--- src/rtl/sdram_traffic_gen.sv ---
// sdram_traffic_gen
//   Self-test initiator for the SDRAM_Controller user interface. Writes a
//   deterministic pattern over [ADR_START..ADR_END], reads the window back,
//   and compares each word. It reports pass/fail/timeout, the first failing
//   address and a saturating miscompare count.
//
// Ports
//   global_CLK, global_nRST          clock, synchronous active-low reset
//   test_startTrig                   start pulse (honoured in IDLE/DONE)
//   test_busyFlag                    run in progress
//   test_passFlag / test_failFlag    result, valid in DONE
//   test_timeoutFlag                 a controller busy flag never rose
//   ERR_ADR, ERR_CNT                 first failing address, miscompare count
//   wt_startTrig, WT_ADR, WT_DATA    write request to the controller
//   wt_busyFlag                      controller write busy
//   rd_startTrig, RD_ADR             read request to the controller
//   RD_DATA, rd_busyFlag             controller read data / read busy
//
// Build option
//   SDRAM_TGEN_LFSR_PATTERN_EN: when defined, data comes from a 16-bit
//   Fibonacci LFSR (x^16+x^14+x^13+x^11+1) seeded with SEED (0 -> 1).
//   When undefined, data = ADR[15:0] ^ SEED.
//
// state   | meaning
// --------+-----------------------------------------------------------
// IDLE    | after reset, waiting for a start
// WR_REQ  | wait for write busy low, then pulse wt_startTrig
// WR_ACK  | wait for write busy to rise (timeout-guarded)
// WR_WAIT | wait for write busy to fall, then next address or read pass
// RD_REQ  | wait for read busy low, then pulse rd_startTrig
// RD_ACK  | wait for read busy to rise (timeout-guarded)
// RD_WAIT | wait for read busy to fall, capture RD_DATA
// CMP     | compare captured data against the expected pattern
// DONE    | result flags held until reset or the next start

module sdram_traffic_gen #(
  parameter logic [23:0] ADR_START   = 24'h000000,
  parameter logic [23:0] ADR_END     = 24'h0000FF,
  parameter logic [15:0] SEED        = 16'hA5A5,
  parameter int unsigned ACK_TIMEOUT = 16,
  parameter bit          STOP_ON_ERR = 1'b1
) (
  input  logic        global_CLK,
  input  logic        global_nRST,
  input  logic        test_startTrig,
  output logic        test_busyFlag,
  output logic        test_passFlag,
  output logic        test_failFlag,
  output logic        test_timeoutFlag,
  output logic [23:0] ERR_ADR,
  output logic [7:0]  ERR_CNT,
  output logic        wt_startTrig,
  output logic [23:0] WT_ADR,
  output logic [15:0] WT_DATA,
  input  logic        wt_busyFlag,
  output logic        rd_startTrig,
  output logic [23:0] RD_ADR,
  input  logic [15:0] RD_DATA,
  input  logic        rd_busyFlag
);

  typedef enum logic [3:0] {
    IDLE, WR_REQ, WR_ACK, WR_WAIT, RD_REQ, RD_ACK, RD_WAIT, CMP, DONE
  } state_t;

  // Ack timer is a down-counter: loaded with ACK_TIMEOUT-1 on a trigger, so
  // the value 0 marks the ACK_TIMEOUT-th cycle spent waiting for busy.
  localparam logic [7:0] L_ACK_LOAD = 8'(ACK_TIMEOUT - 1);

  state_t      r_state, w_state_nxt;
  logic [23:0] r_adr;
  logic [7:0]  r_ack_cnt;
  logic [7:0]  r_err_cnt;
  logic [23:0] r_err_adr;
  logic        r_timeout;
  logic [15:0] r_rd_data;
  logic [15:0] w_pat;

  logic w_accept, w_advance, w_rewind, w_ack_load, w_ack_run;
  logic w_to, w_cap_rd, w_miscmp, w_wt_trig, w_rd_trig;
  logic w_last, w_ack_exp;

  assign w_last    = (r_adr == ADR_END);
  assign w_ack_exp = (r_ack_cnt == 8'd0);

`ifdef SDRAM_TGEN_LFSR_PATTERN_EN
  localparam logic [15:0] L_LFSR_INIT = (SEED == 16'h0000) ? 16'h0001 : SEED;
  logic [15:0] r_lfsr;
  logic        w_fb;
  assign w_fb  = r_lfsr[15] ^ r_lfsr[13] ^ r_lfsr[12] ^ r_lfsr[10];
  assign w_pat = r_lfsr;

  always_ff @(posedge global_CLK) begin
    if (!global_nRST) begin
      r_lfsr <= L_LFSR_INIT;
    end else if (w_accept || w_rewind) begin
      r_lfsr <= L_LFSR_INIT;
    end else if (w_advance) begin
      r_lfsr <= {r_lfsr[14:0], w_fb};
    end
  end
`else
  assign w_pat = r_adr[15:0] ^ SEED;
`endif

  always_comb begin
    w_state_nxt = r_state;
    w_accept    = 1'b0;
    w_advance   = 1'b0;
    w_rewind    = 1'b0;
    w_ack_run   = 1'b0;
    w_to        = 1'b0;
    w_cap_rd    = 1'b0;
    w_miscmp    = 1'b0;
    w_wt_trig   = 1'b0;
    w_rd_trig   = 1'b0;
    case (r_state)
      IDLE, DONE: begin
        if (test_startTrig) begin
          w_accept    = 1'b1;
          w_state_nxt = WR_REQ;
        end
      end
      WR_REQ: begin
        if (!wt_busyFlag) begin
          w_wt_trig   = 1'b1;
          w_state_nxt = WR_ACK;
        end
      end
      WR_ACK: begin
        if (wt_busyFlag) begin
          w_state_nxt = WR_WAIT;
        end else if (w_ack_exp) begin
          w_to        = 1'b1;
          w_state_nxt = DONE;
        end else begin
          w_ack_run = 1'b1;
        end
      end
      WR_WAIT: begin
        if (!wt_busyFlag) begin
          if (w_last) begin
            w_rewind    = 1'b1;
            w_state_nxt = RD_REQ;
          end else begin
            w_advance   = 1'b1;
            w_state_nxt = WR_REQ;
          end
        end
      end
      RD_REQ: begin
        if (!rd_busyFlag) begin
          w_rd_trig   = 1'b1;
          w_state_nxt = RD_ACK;
        end
      end
      RD_ACK: begin
        if (rd_busyFlag) begin
          w_state_nxt = RD_WAIT;
        end else if (w_ack_exp) begin
          w_to        = 1'b1;
          w_state_nxt = DONE;
        end else begin
          w_ack_run = 1'b1;
        end
      end
      RD_WAIT: begin
        if (!rd_busyFlag) begin
          w_cap_rd    = 1'b1;
          w_state_nxt = CMP;
        end
      end
      CMP: begin
        w_miscmp = (r_rd_data != w_pat);
        if (w_miscmp && STOP_ON_ERR) begin
          w_state_nxt = DONE;
        end else if (w_last) begin
          w_state_nxt = DONE;
        end else begin
          w_advance   = 1'b1;
          w_state_nxt = RD_REQ;
        end
      end
      default: w_state_nxt = IDLE;
    endcase
  end

  assign w_ack_load = w_wt_trig | w_rd_trig;

  always_ff @(posedge global_CLK) begin
    if (!global_nRST) begin
      r_state   <= IDLE;
      r_adr     <= ADR_START;
      r_ack_cnt <= 8'd0;
      r_err_cnt <= 8'd0;
      r_err_adr <= 24'd0;
      r_timeout <= 1'b0;
      r_rd_data <= 16'd0;
    end else begin
      r_state <= w_state_nxt;

      if (w_accept || w_rewind) begin
        r_adr <= ADR_START;
      end else if (w_advance) begin
        r_adr <= r_adr + 24'd1;
      end

      if (w_accept) begin
        r_ack_cnt <= 8'd0;
      end else if (w_ack_load) begin
        r_ack_cnt <= L_ACK_LOAD;
      end else if (w_ack_run) begin
        r_ack_cnt <= r_ack_cnt - 8'd1;
      end

      if (w_accept) begin
        r_err_cnt <= 8'd0;
        r_err_adr <= 24'd0;
        r_timeout <= 1'b0;
      end else if (w_to) begin
        r_timeout <= 1'b1;
        r_err_adr <= r_adr;
      end else if (w_miscmp) begin
        if (r_err_cnt == 8'd0) begin
          r_err_adr <= r_adr;
        end
        if (r_err_cnt != 8'hFF) begin
          r_err_cnt <= r_err_cnt + 8'd1;
        end
      end

      if (w_cap_rd) begin
        r_rd_data <= RD_DATA;
      end
    end
  end

  logic w_in_wr, w_in_rd, w_done;
  assign w_in_wr = (r_state == WR_REQ) || (r_state == WR_ACK) || (r_state == WR_WAIT);
  assign w_in_rd = (r_state == RD_REQ) || (r_state == RD_ACK) || (r_state == RD_WAIT);
  assign w_done  = (r_state == DONE);

  assign test_busyFlag    = (r_state != IDLE) && !w_done;
  assign test_timeoutFlag = w_done && r_timeout;
  assign test_failFlag    = w_done && (r_timeout || (r_err_cnt != 8'd0));
  assign test_passFlag    = w_done && !r_timeout && (r_err_cnt == 8'd0);
  assign ERR_ADR          = r_err_adr;
  assign ERR_CNT          = r_err_cnt;

  // Addresses/data are only presented while the matching pass is active so
  // the controller sees quiet buses in IDLE and DONE.
  assign wt_startTrig = w_wt_trig;
  assign WT_ADR       = w_in_wr ? r_adr : 24'd0;
  assign WT_DATA      = w_in_wr ? w_pat : 16'd0;
  assign rd_startTrig = w_rd_trig;
  assign RD_ADR       = w_in_rd ? r_adr : 24'd0;

endmodule

--- config.mk ---
export PLATFORM = sky130hd
export DESIGN_NAME = sdram_traffic_gen
export DESIGN_NICKNAME = d
export VERILOG_FILES = /design/src/rtl/sdram_traffic_gen.sv
export SDC_FILE = /design/constraint.sdc
export NUM_CORES = 1
export LEC_CHECK = 0
export CORE_MARGIN = 4
export CORE_UTILIZATION = 50
export DETAILED_ROUTE_END_ITERATION = 10
export PLACE_DENSITY = 0.93
export SYNTH_ARGS = -nofsm -noshare
export SYNTH_HDL_FRONTEND = slang
export SYNTH_SLANG_ARGS = --single-unit
--- constraint.sdc ---
create_clock -name global_CLK -period 5.3 [get_ports global_CLK]
set_clock_uncertainty 0.05 [all_clocks]
set_input_delay 1.59 -clock global_CLK [delete_from_list [all_inputs] [get_ports global_CLK]]
set_output_delay 1.59 -clock global_CLK [all_outputs]
set_load 0.01 [all_outputs]
# Yosys cells after proc, flatten, opt, wreduce, memory -nomap -nowiden
# Index checks and enable logic that the tools add are counted.
# classes
mux	43
n_bitwise	4
n_reduce_logical	28
n_eq_ne	16
add_sub_neg	3
# op_table
operator	count
$mux W24	5
$mux W4	12
$pmux W4 S8	1
$add A24 B1 Y24 const B	1
$eq A24 B8 Y1 const B	1
$mux W1	20
$eq A4 B3 Y1 const B	4
$logic_not A8 Y1	2
$mux W16	1
$ne A16 B16 Y1	1
$ne A2 B2 Y1 const B	5
$add A8 B1 Y8 const B	1
$eq A4 B2 Y1 const B	2
$ne A8 B8 Y1 const B	1
$not A8 Y8	1
$reduce_bool A8 Y1	1
$sub A8 B1 Y8 const B	1
$logic_or A1 B1 Y1	6
$pmux W1 S2	3
$reduce_bool A2 Y1	3
$reduce_or A2 Y1	3
$logic_and A1 B1 Y1	5
$reduce_and A5 Y1	1
$eq A4 B1 Y1 const B	1
10 further kinds	12
# word_totals
reg_bits	85
inputBits	21
elab_cells	102
out_inout_bits	102

# Logic depth before layout (Yosys ltp)
# Gate-level depths: netlist of the first run.
# depth
depth_word	6
depth_mapped	9
depth_no_buf	7

# Least setup slack after synthesis of the first run
# Ideal clock, no wire load.
# synth_path
path_kind	input-to-output
from	input rd_busyFlag
to	output rd_startTrig
stages	3
slack_ns	1.636
required_time_ns	3.660
arrival_ns	2.024
n_path_buf	0
cell_sequence	nor2_1 > nand2_1 > nor3_1
# synth_via
elab_chain_cells	2
# synth_rtl
element	line	rtl
start: declaration	59	input logic rd_busyFlag
$mux W1	152	if (!rd_busyFlag) begin
$mux W1	117	case (r_state)
end: declaration	56	output logic rd_startTrig,
# Every way passes these cells.

# Worst setup path in the final report of the first run
# Same ends and word-level chain as after synthesis.

==> results of run 1 <==
[flip-flops by register name, indices dropped and copies added, names as in the netlist]
| name | count |
|---|---|
| r_ack_cnt | 8 |
| r_rd_data | 16 |
| r_timeout | 1 |
| ERR_ADR | 24 |
| r_adr | 24 |
| r_state | 4 |
| ERR_CNT | 8 |
[routing by layer]
layer	track usage (%)	up-vias
li1	-	2218
met1	28.3	2119
met2	41.1	220
met3	4.41	19
met4	7.88	0
met5	0	-
[layout by cell type, fill, tap and decap left out, types with 12 or more instances in the layout]
cell type	Yosys	routed
a21boi_0	16	16
a21oi_1	27	27
clkdlybuf4s50_1	0	122
nor2_1	33	33
nand2_1	80	80
xnor2_1	16	16
and2_1	52	51
xor2_1	12	12
o21ai_0	40	40
dfxtp_1	85	85
or3_1	13	13
nand3_1	45	45
[stage by stage]
step / instance area [µm²] / instances / hold WS, ps / setup slack (ps)
after CTS: 6040 / 795 / 412 / 619
after floorplan: 4660 / 594 / 405 / 1640
after detailed placement: 5830 / 780 / 401 / 643
after global placement: 5830 / 780 / 396 / 647
after global routing: 6040 / 795 / 426 / 476
final: 6040 / 795 / 406 / 614
[worst max-delay path, stage by stage]
cell             delay, ps
clkdlybuf4s50_1        490
nor2_1                 150
nand2_1                 90
nor3_1                 170
clkdlybuf4s50_1        570
[cell families (layout without fill, tap and decap cells)]
kind of cell	count (synthesis)	count (layout)	synth area share (%)
flip-flops	85	85	36.5
AO/OA/AOI/OAI	106	106	13.7
AND/OR/NAND/NOR	303	303	35.4
multiplexers	7	7	1.53
XOR/XNOR	28	28	5.26
adder cells (fa/ha/maj)	5	5	1.34
buffers and inverters	60	153	6.23
[power groups by stage]
stage               Sequential [W]  Clock [W]  Combinational, W
floorplan                 0.000674          0          0.000238
global placement          0.000689          0          0.000377
detailed placement        0.000691          0          0.000386
CTS                       0.000676   0.000506          0.000391
global route              0.000680   0.000533          0.000426
finish                    0.000677   0.000506          0.000391
[layout make-up]
| cell class | count | area [µm²] |
|---|---|---|
| timing repair buffer | 127 | 1260 |
| sequential | 85 | 1700 |
| clock buffer | 10 | 138 |
| fill | 722 | 2850 |
| tap | 108 | 135 |
| clock inverter | 5 | 75.1 |
| inverter | 11 | 41.3 |
| multi-input combinational | 449 | 2690 |
[final timing paths]
check | startpoint | end | slack (ps) | cells past startpoint
hold / removal | ERR_ADR[19] | ERR_ADR[19] | 410 | 2
setup / recovery | rd_busyFlag | rd_startTrig | 610 | 5
setup reg to reg | r_adr[0] | r_adr[1] | 2080 | 6
hold reg to reg | ERR_ADR[19] | ERR_ADR[19] | 410 | 2
==> summary.md, run 1 <==
| Metric | Value |
|---|---|
| Drt wl/cell | `16.4 µm` |
| Clock share of power | `32.1%` |
| Hold_buf cts | `0` |
| Number of H-tree branching levels | `3` |
| Total Routing Usage GR | `23.3%` |
| First-pass GRT wire length | `21400 µm` |
| Number of global-route vias before repair | `4369` |
| Starting Density | `52.4%` |
| Seq cells post-synth | `85` |
| GP Congestion | `0.932` |
| Async S/R FF share, synth | `0%` |
| Critical Path Source Type | `primary input` |
| Clock Tree Root | `clkbuf_8` |
| Routed met2 length | `6440 µm` |
| # clock sinks | `85` |
| EDFF count, synth | `0` |
| Sw Pwr | `0.000489 W` |
| Synth area leaders | `dfxtp_1 37%, and2_1 7.0%, nand2_1 6.4%` |
| Yosys top cell area share | `36.5%` |
| Max Cap Viol | `0` |
| Final Total Pwr | `0.00157 W` |
| Worst-margin pin slew | `1340 ps` |
| Post-synth net total | `620` |
| Chip height | `105 µm` |
| NumNets Final | `709` |
| Distinct cells, synth | `56` |
| Met3 WL | `954 µm` |
| Post-CTS sizing | `0` |
| DR DRC count | `0` |
| Crit end category | `output pin` |
| Row count | `34` |
| Antenna violations before repair | `0` |
| Met1 wire length | `5420 µm` |
| Avg Cell Area, Syn | `7.84 µm²` |
| Most common cell in the netlist | `dfxtp_1` |
| # IOs | `123` |
| Synth area leader | `dfxtp_1` |
| Max FO, Critical Path | `6` |
| Warnings, synthesis | `0` |
| Sequential power share | `43.0%` |
| Top FF cell, synth | `dfxtp_1` |
| Total vias in the final route | `4576` |
| Largest net degree at the start of global routing | `57` |
| Slew HR | `10.5%` |
| Final wirelength | `13000 µm` |
| Final hold vios | `0` |
| Slew Limit Fails | `0` |
| Unrepaired setup endpoints after global routing | `false` |
| Clk_lat worst skew | `360 ps` |
| Share of cells above drive strength 1 | `7.57%` |
| P_int | `0.00109 W` |
| Setup TNS | `0 ps` |
| Switch share | `31.0%` |
| 1st-iter DRT viols | `276` |
| Minimum clock period | `4690 ps` |
| Total congestion overflow | `0` |
| Post-CTS setup buffers | `0` |
| Synth Cell Area | `4660 µm²` |
| Worst Path Arrival | `3050 ps` |
| Hold WC Path Type | `reg -> reg` |
| Area Overhead vs Synth | `29.7%` |
| Die width | `105 µm` |
| Critical Path RT | `3660 ps` |
| Setup Crit Path Kind | `in -> out` |
| Seq/Total Area, Yosys | `36.5%` |
| Antenna-violating nets left | `0` |
| Post-DP HPWL | `9380 µm` |
| Core footprint | `8890 µm²` |
| Fmax | `213 MHz` |
| Port bufs | `122` |
| Comb power frac | `24.8%` |
| Die ar. | `10900 µm²` |
| Peak VDD IR | `0.266 mV` |
| Vias per cell | `5.76` |
| Final Util | `67.9%` |
| Status | `finished clean` |
| Num CTS Buffers | `9` |
| PD cells | `261 nW/µm²` |
| Pre-antenna DRT Iters | `5` |
| Final Cycle Share | `88.4%` |
| Commonest cells in the netlist | `85 x dfxtp_1, 80 x nand2_1, 52 x and2_1, 45 x nand3_1, 40 x o21ai_0` |
| Pleak | `2.09 nW` |
| TritonCTS clock tree | `yes` |
| CTS Buffer Depth | `2` |
| Mapped Cells | `594` |
| Worst-path clk slew | `80 ps` |
| Final setup vio count | `0` |
| ANT cells | `0` |
| Top Metal Used | `met4` |
(Power assumes the default switching activity.)
==> inputs of run 2 (changes only) <==
--- a/config.mk
+++ b/config.mk
@@ -6,9 +6,9 @@
 export NUM_CORES = 1
 export LEC_CHECK = 0
 export CORE_MARGIN = 4
-export CORE_UTILIZATION = 50
+export CORE_UTILIZATION = 53
 export DETAILED_ROUTE_END_ITERATION = 10
-export PLACE_DENSITY = 0.93
+export PLACE_DENSITY = 0.95
 export SYNTH_ARGS = -nofsm -noshare
 export SYNTH_HDL_FRONTEND = slang
 export SYNTH_SLANG_ARGS = --single-unit
==> summary.md, run 2 (same netlist as run 1, synthesis figures left out) <==
| Metric | Value |
|---|---|
| Status | `finished clean` |
| Clock share of power | `27.8%` |
| Setup WS pre-CTS | `603 ps` |
| Sw Pwr | `0.000481 W` |
| Minimum clock period | `4700 ps` |
| Fmax | `213 MHz` |
| P_int | `0.000997 W` |
| Peak VDD IR | `0.184 mV` |
| Largest net degree at the start of global routing | `57` |
| Drt wl/cell | `16.0 µm` |
| Worst-path clk slew | `80 ps` |
| Unrepaired setup endpoints after global routing | `false` |
| Port bufs | `122` |
| Core footprint | `8380 µm²` |
| CP max stage delay | `570 ps` |
| Commonest non-fill, non-tap cells in the layout | `122 x clkdlybuf4s50_1, 85 x dfxtp_1, 80 x nand2_1` |
| Commonest non-fill, non-tap cell in the layout | `clkdlybuf4s50_1` |
| Critical Path Source Type | `primary input` |
| Slew Limit Fails | `0` |
| Final wirelength | `12700 µm` |
| NumNets Final | `709` |
| Switch share | `32.6%` |
| TritonCTS clock tree | `yes` |
| Final hold vios | `0` |
| Vias per cell | `5.74` |
| Worst Path Buf+Inv | `2` |
| Total vias in the final route | `4554` |
| Pre-antenna DRT Iters | `4` |
| Slowest library cell on the worst path | `clkdlybuf4s50_1` |
| GP Congestion | `0.856` |
| Num CTS Buffers | `9` |
| ANT cells | `0` |
| Antenna-violating nets left | `0` |
| Final Cycle Share | `88.6%` |
| Pleak | `2.06 nW` |
| Total Routing Usage GR | `24.6%` |
| Antenna violations before repair | `0` |
| Slew HR | `13.3%` |
| Total congestion overflow | `0` |
| Final setup vio count | `0` |
| Max Cap Viol | `0` |
| Clock Tree Root | `clkbuf_8` |
| Critical Path RT | `3660 ps` |
| Final Total Pwr | `0.00148 W` |
| Max FO, Critical Path | `6` |
| First-pass GRT wire length | `20500 µm` |
| Worst Path Arrival | `3060 ps` |
| Worst path top cell family by delay | `buffers and inverters` |
| Number of global-route vias before repair | `4324` |
| Worst-path cell chain | `clkdlybuf4s50_1 -> nor2_1 -> nand2_1 -> nor3_1 -> clkdlybuf4s50_1` |
| 1st-iter DRT viols | `221` |
| CTS Buffer Depth | `2` |
| Most frequent CP cell | `clkdlybuf4s50_1` |
| # clock sinks | `85` |
| Setup TNS | `0 ps` |
| Setup Crit Path Kind | `in -> out` |
| Clk_lat worst skew | `360 ps` |
| Area Overhead vs Synth | `28.7%` |
| Sequential power share | `45.7%` |
| Post-CTS setup buffers | `0` |
| Die ar. | `10400 µm²` |
| Worst-margin pin slew | `1300 ps` |
| Row count | `33` |
| Number of H-tree branching levels | `3` |
| Hold_buf cts | `0` |
| Post-CTS sizing | `0` |
| Crit end category | `output pin` |
| Hold WC Path Type | `reg -> reg` |
| # IOs | `123` |
| Die width | `102 µm` |
| PD cells | `247 nW/µm²` |
| Share of cells above drive strength 1 | `7.27%` |
| Post-DP HPWL | `9260 µm` |
| Final Util | `71.5%` |
| Comb power frac | `26.4%` |
| Chip height | `102 µm` |
| DR DRC count | `0` |
| Final worst slack | `602 ps` |
| Starting Density | `55.6%` |
run 2: changes by cell type in the layout (fill, tap and decap cells not counted):
cell	change
clkbuf_1	+3
clkinv_4	+1
clkinvlp_4	+1
clkinv_2	-2
bufinv_16	-2
run 2: tightest hold or removal path, stage by stage (launching register included):
cell	delay [ps]
dfxtp_1	310
nand2_1	50
o21ai_0	60
run 2: power groups by stage:
| stage | combinational, W | sequential [W] | clock [W] |
|---|---|---|---|
| floorplan | 0.000238 | 0.000674 | 0 |
| global placement | 0.000377 | 0.000691 | 0 |
| detailed placement | 0.000385 | 0.000691 | 0 |
| CTS | 0.000388 | 0.000675 | 0.000418 |
| global route | 0.000426 | 0.000680 | 0.000440 |
| finish | 0.000390 | 0.000676 | 0.000412 |
run 2: area by class of cell:
| cell class | count | area [µm²] |
|---|---|---|
| inverter | 11 | 41.3 |
| fill | 628 | 2390 |
| tap | 105 | 131 |
| multi-input combinational | 449 | 2690 |
| sequential | 85 | 1700 |
| clock inverter | 3 | 21.3 |
| timing repair buffer | 127 | 1260 |
| clock buffer | 13 | 149 |
run 2: path summary, 6_finish.rpt:
path                                  start           end  slack (ps)  depth (start not counted)
worst min register to register  ERR_ADR[12]   ERR_ADR[12]         410                          2
worst max register to register     r_adr[0]      r_adr[4]        2180                          6
worst min-delay path            ERR_ADR[12]   ERR_ADR[12]         410                          2
worst max-delay path            rd_busyFlag  rd_startTrig         600                          5
run 2: stage by stage:
| stage | cell area (µm²) | hold WS, ps | instances |
|---|---|---|---|
| after global routing | 5990 | 444 | 793 |
| after floorplan | 4660 | 405 | 594 |
| final | 5990 | 411 | 793 |
| after global placement | 5820 | 395 | 777 |
| after detailed placement | 5820 | 400 | 777 |
| after CTS | 5990 | 411 | 793 |
run 2: per-layer routing:
| metal | vias up | global-route usage [%] | wire [µm] |
|---|---|---|---|
| met5 | - | 0 | 0 |
| li1 | 2213 | - | - |
| met3 | 19 | 5.37 | 1030 |
| met4 | 0 | 8.59 | 230 |
| met1 | 2134 | 30.2 | 5280 |
| met2 | 188 | 42.3 | 6150 |
==> inputs of run 3 (changes only) <==
--- a/config.mk
+++ b/config.mk
@@ -5,10 +5,12 @@
 export SDC_FILE = /design/constraint.sdc
 export NUM_CORES = 1
 export LEC_CHECK = 0
+export CORE_ASPECT_RATIO = 0.9
 export CORE_MARGIN = 4
-export CORE_UTILIZATION = 53
+export CORE_UTILIZATION = 55
 export DETAILED_ROUTE_END_ITERATION = 10
-export PLACE_DENSITY = 0.95
+export DONT_BUFFER_PORTS = 1
+export PLACE_DENSITY = 0.81
 export SYNTH_ARGS = -nofsm -noshare
 export SYNTH_HDL_FRONTEND = slang
 export SYNTH_SLANG_ARGS = --single-unit
==> summary.md, run 3 (same netlist as run 1, synthesis figures left out) <==
| Metric | Value |
|---|---|
| Post-CTS setup buffers | `0` |
| Worst-path clk slew | `80 ps` |
| Hold WC Path Type | `reg -> reg` |
| Worst-path cell chain | `nor2_1 -> nor3_2 -> and2_1` |
| CP max stage delay | `930 ps` |
| First-pass GRT wire length | `18600 µm` |
| Fmax | `248 MHz` |
| Final hold vios | `0` |
| Starting Density | `57.2%` |
| Number of global-route vias before repair | `3830` |
| Num CTS Buffers | `9` |
| Worst Path Arrival | `2390 ps` |
| Unrepaired setup endpoints after global routing | `false` |
| Commonest non-fill, non-tap cells in the layout | `85 x dfxtp_1, 80 x nand2_1, 51 x and2_1` |
| Final wirelength | `11500 µm` |
| NumNets Final | `586` |
| Post-DP HPWL | `8280 µm` |
| Commonest non-fill, non-tap cell in the layout | `dfxtp_1` |
| PD cells | `296 nW/µm²` |
| Port bufs | `0` |
| Setup WS pre-CTS | `1570 ps` |
| DR DRC count | `0` |
| Vias per cell | `6.13` |
| Number of H-tree branching levels | `3` |
| GP Congestion | `0.883` |
| Total vias in the final route | `4068` |
| Slew Limit Fails | `0` |
| Final Cycle Share | `76.0%` |
| Antenna violations before repair | `0` |
| Total congestion overflow | `0` |
| CTS Buffer Depth | `2` |
| Setup Crit Path Kind | `reg -> out` |
| Clk_lat worst skew | `360 ps` |
| Pleak | `1.65 nW` |
| Max FO, Critical Path | `24` |
| Worst-margin pin slew | `1240 ps` |
| 1st-iter DRT viols | `216` |
| Post-CTS sizing | `0` |
| Critical Path RT | `3660 ps` |
| Critical Path Source Type | `register` |
| Worst path top cell family by delay | `simple AND/OR/NAND/NOR gates` |
| Worst Path Buf+Inv | `0` |
| Chip height | `95.3 µm` |
| ANT cells | `0` |
| Largest net degree at the start of global routing | `58` |
| Die ar. | `10000 µm²` |
| Final worst slack | `1270 ps` |
| Slowest library cell on the worst path | `nor3_2` |
| Minimum clock period | `4030 ps` |
| # clock sinks | `85` |
| Peak VDD IR | `0.210 mV` |
| Area Overhead vs Synth | `2.82%` |
| Row count | `31` |
| Hold_buf cts | `0` |
| Final Cell Area | `4790 µm²` |
| Setup TNS | `0 ps` |
| Placed inst area | `4590 µm²` |
| Max Cap Viol | `0` |
| Antenna-violating nets left | `0` |
| Final setup vio count | `0` |
| Hold Slack | `436 ps` |
| Status | `finished clean` |
| # IOs | `123` |
| TritonCTS clock tree | `yes` |
| Core footprint | `8150 µm²` |
| Post-Place Cells | `648` |
| Slew HR | `17.4%` |
| Die width | `105 µm` |
| Finished Layout Cells | `664` |
| Share of cells above drive strength 1 | `8.85%` |
| Drt wl/cell | `17.3 µm` |
| Total Routing Usage GR | `22.9%` |
| Clock Tree Root | `clkbuf_8` |
| Filler cell count | `713` |
| Crit end category | `output pin` |
| Pre-antenna DRT Iters | `7` |
[run 3: where the power goes]
group | switching, W | leakage, nW | internal, W
logic | 0.000208 | 0.864 | 0.0000710
clock network | 0.000229 | 0.101 | 0.000235
registers | 0.0000271 | 0.685 | 0.000650
total | 0.000464 | 1.65 | 0.000955
[run 3: metal layers]
layer | global-route usage, % | vias to the layer above | routed length, µm
met4 | 5.57 | 0 | 132
met3 | 6.91 | 13 | 897
met1 | 28.5 | 1923 | 5090
met5 | 0 | - | 0
met2 | 39.4 | 169 | 5370
li1 | - | 1963 | -
[run 3: stage by stage]
stage	total power (W)	util, %
after floorplan	0.000912	-
after global placement	0.000959	56.3
after detailed placement	0.000968	56.3
after CTS	0.00143	58.8
after global routing	0.00149	58.8
final	0.00142	58.8
[run 3: path summary, 6_finish.rpt]
kind / to / cells after the start / start / slack, ps
setup reg to reg: r_adr[18] / 6 / r_adr[1] / 2270
hold reg to reg: r_rd_data[7] / 2 / r_rd_data[7] / 440
hold / removal: r_rd_data[7] / 2 / r_rd_data[7] / 440
setup / recovery: WT_ADR[1] / 3 / r_state[1] / 1270
[run 3: area by class of cell]
type	instances	area [µm²]	area share, %
multi-input combinational	449	2690	56.2
inverter	11	41.3	0.862
timing repair buffer	4	30.0	0.627
clock buffer	12	145	3.03
clock inverter	4	56.3	1.18
sequential	85	1700	35.5
tap	99	124	2.59
[run 3: worst register-to-register path, delay by kind of cell, from the launching register on]
family / cells / cell delay, ps
AO/OA/AOI/OAI: 3 / 1380
adder cells (fa/ha/maj): 1 / 310
AND/OR/NAND/NOR: 2 / 630
flip-flops: 1 / 600
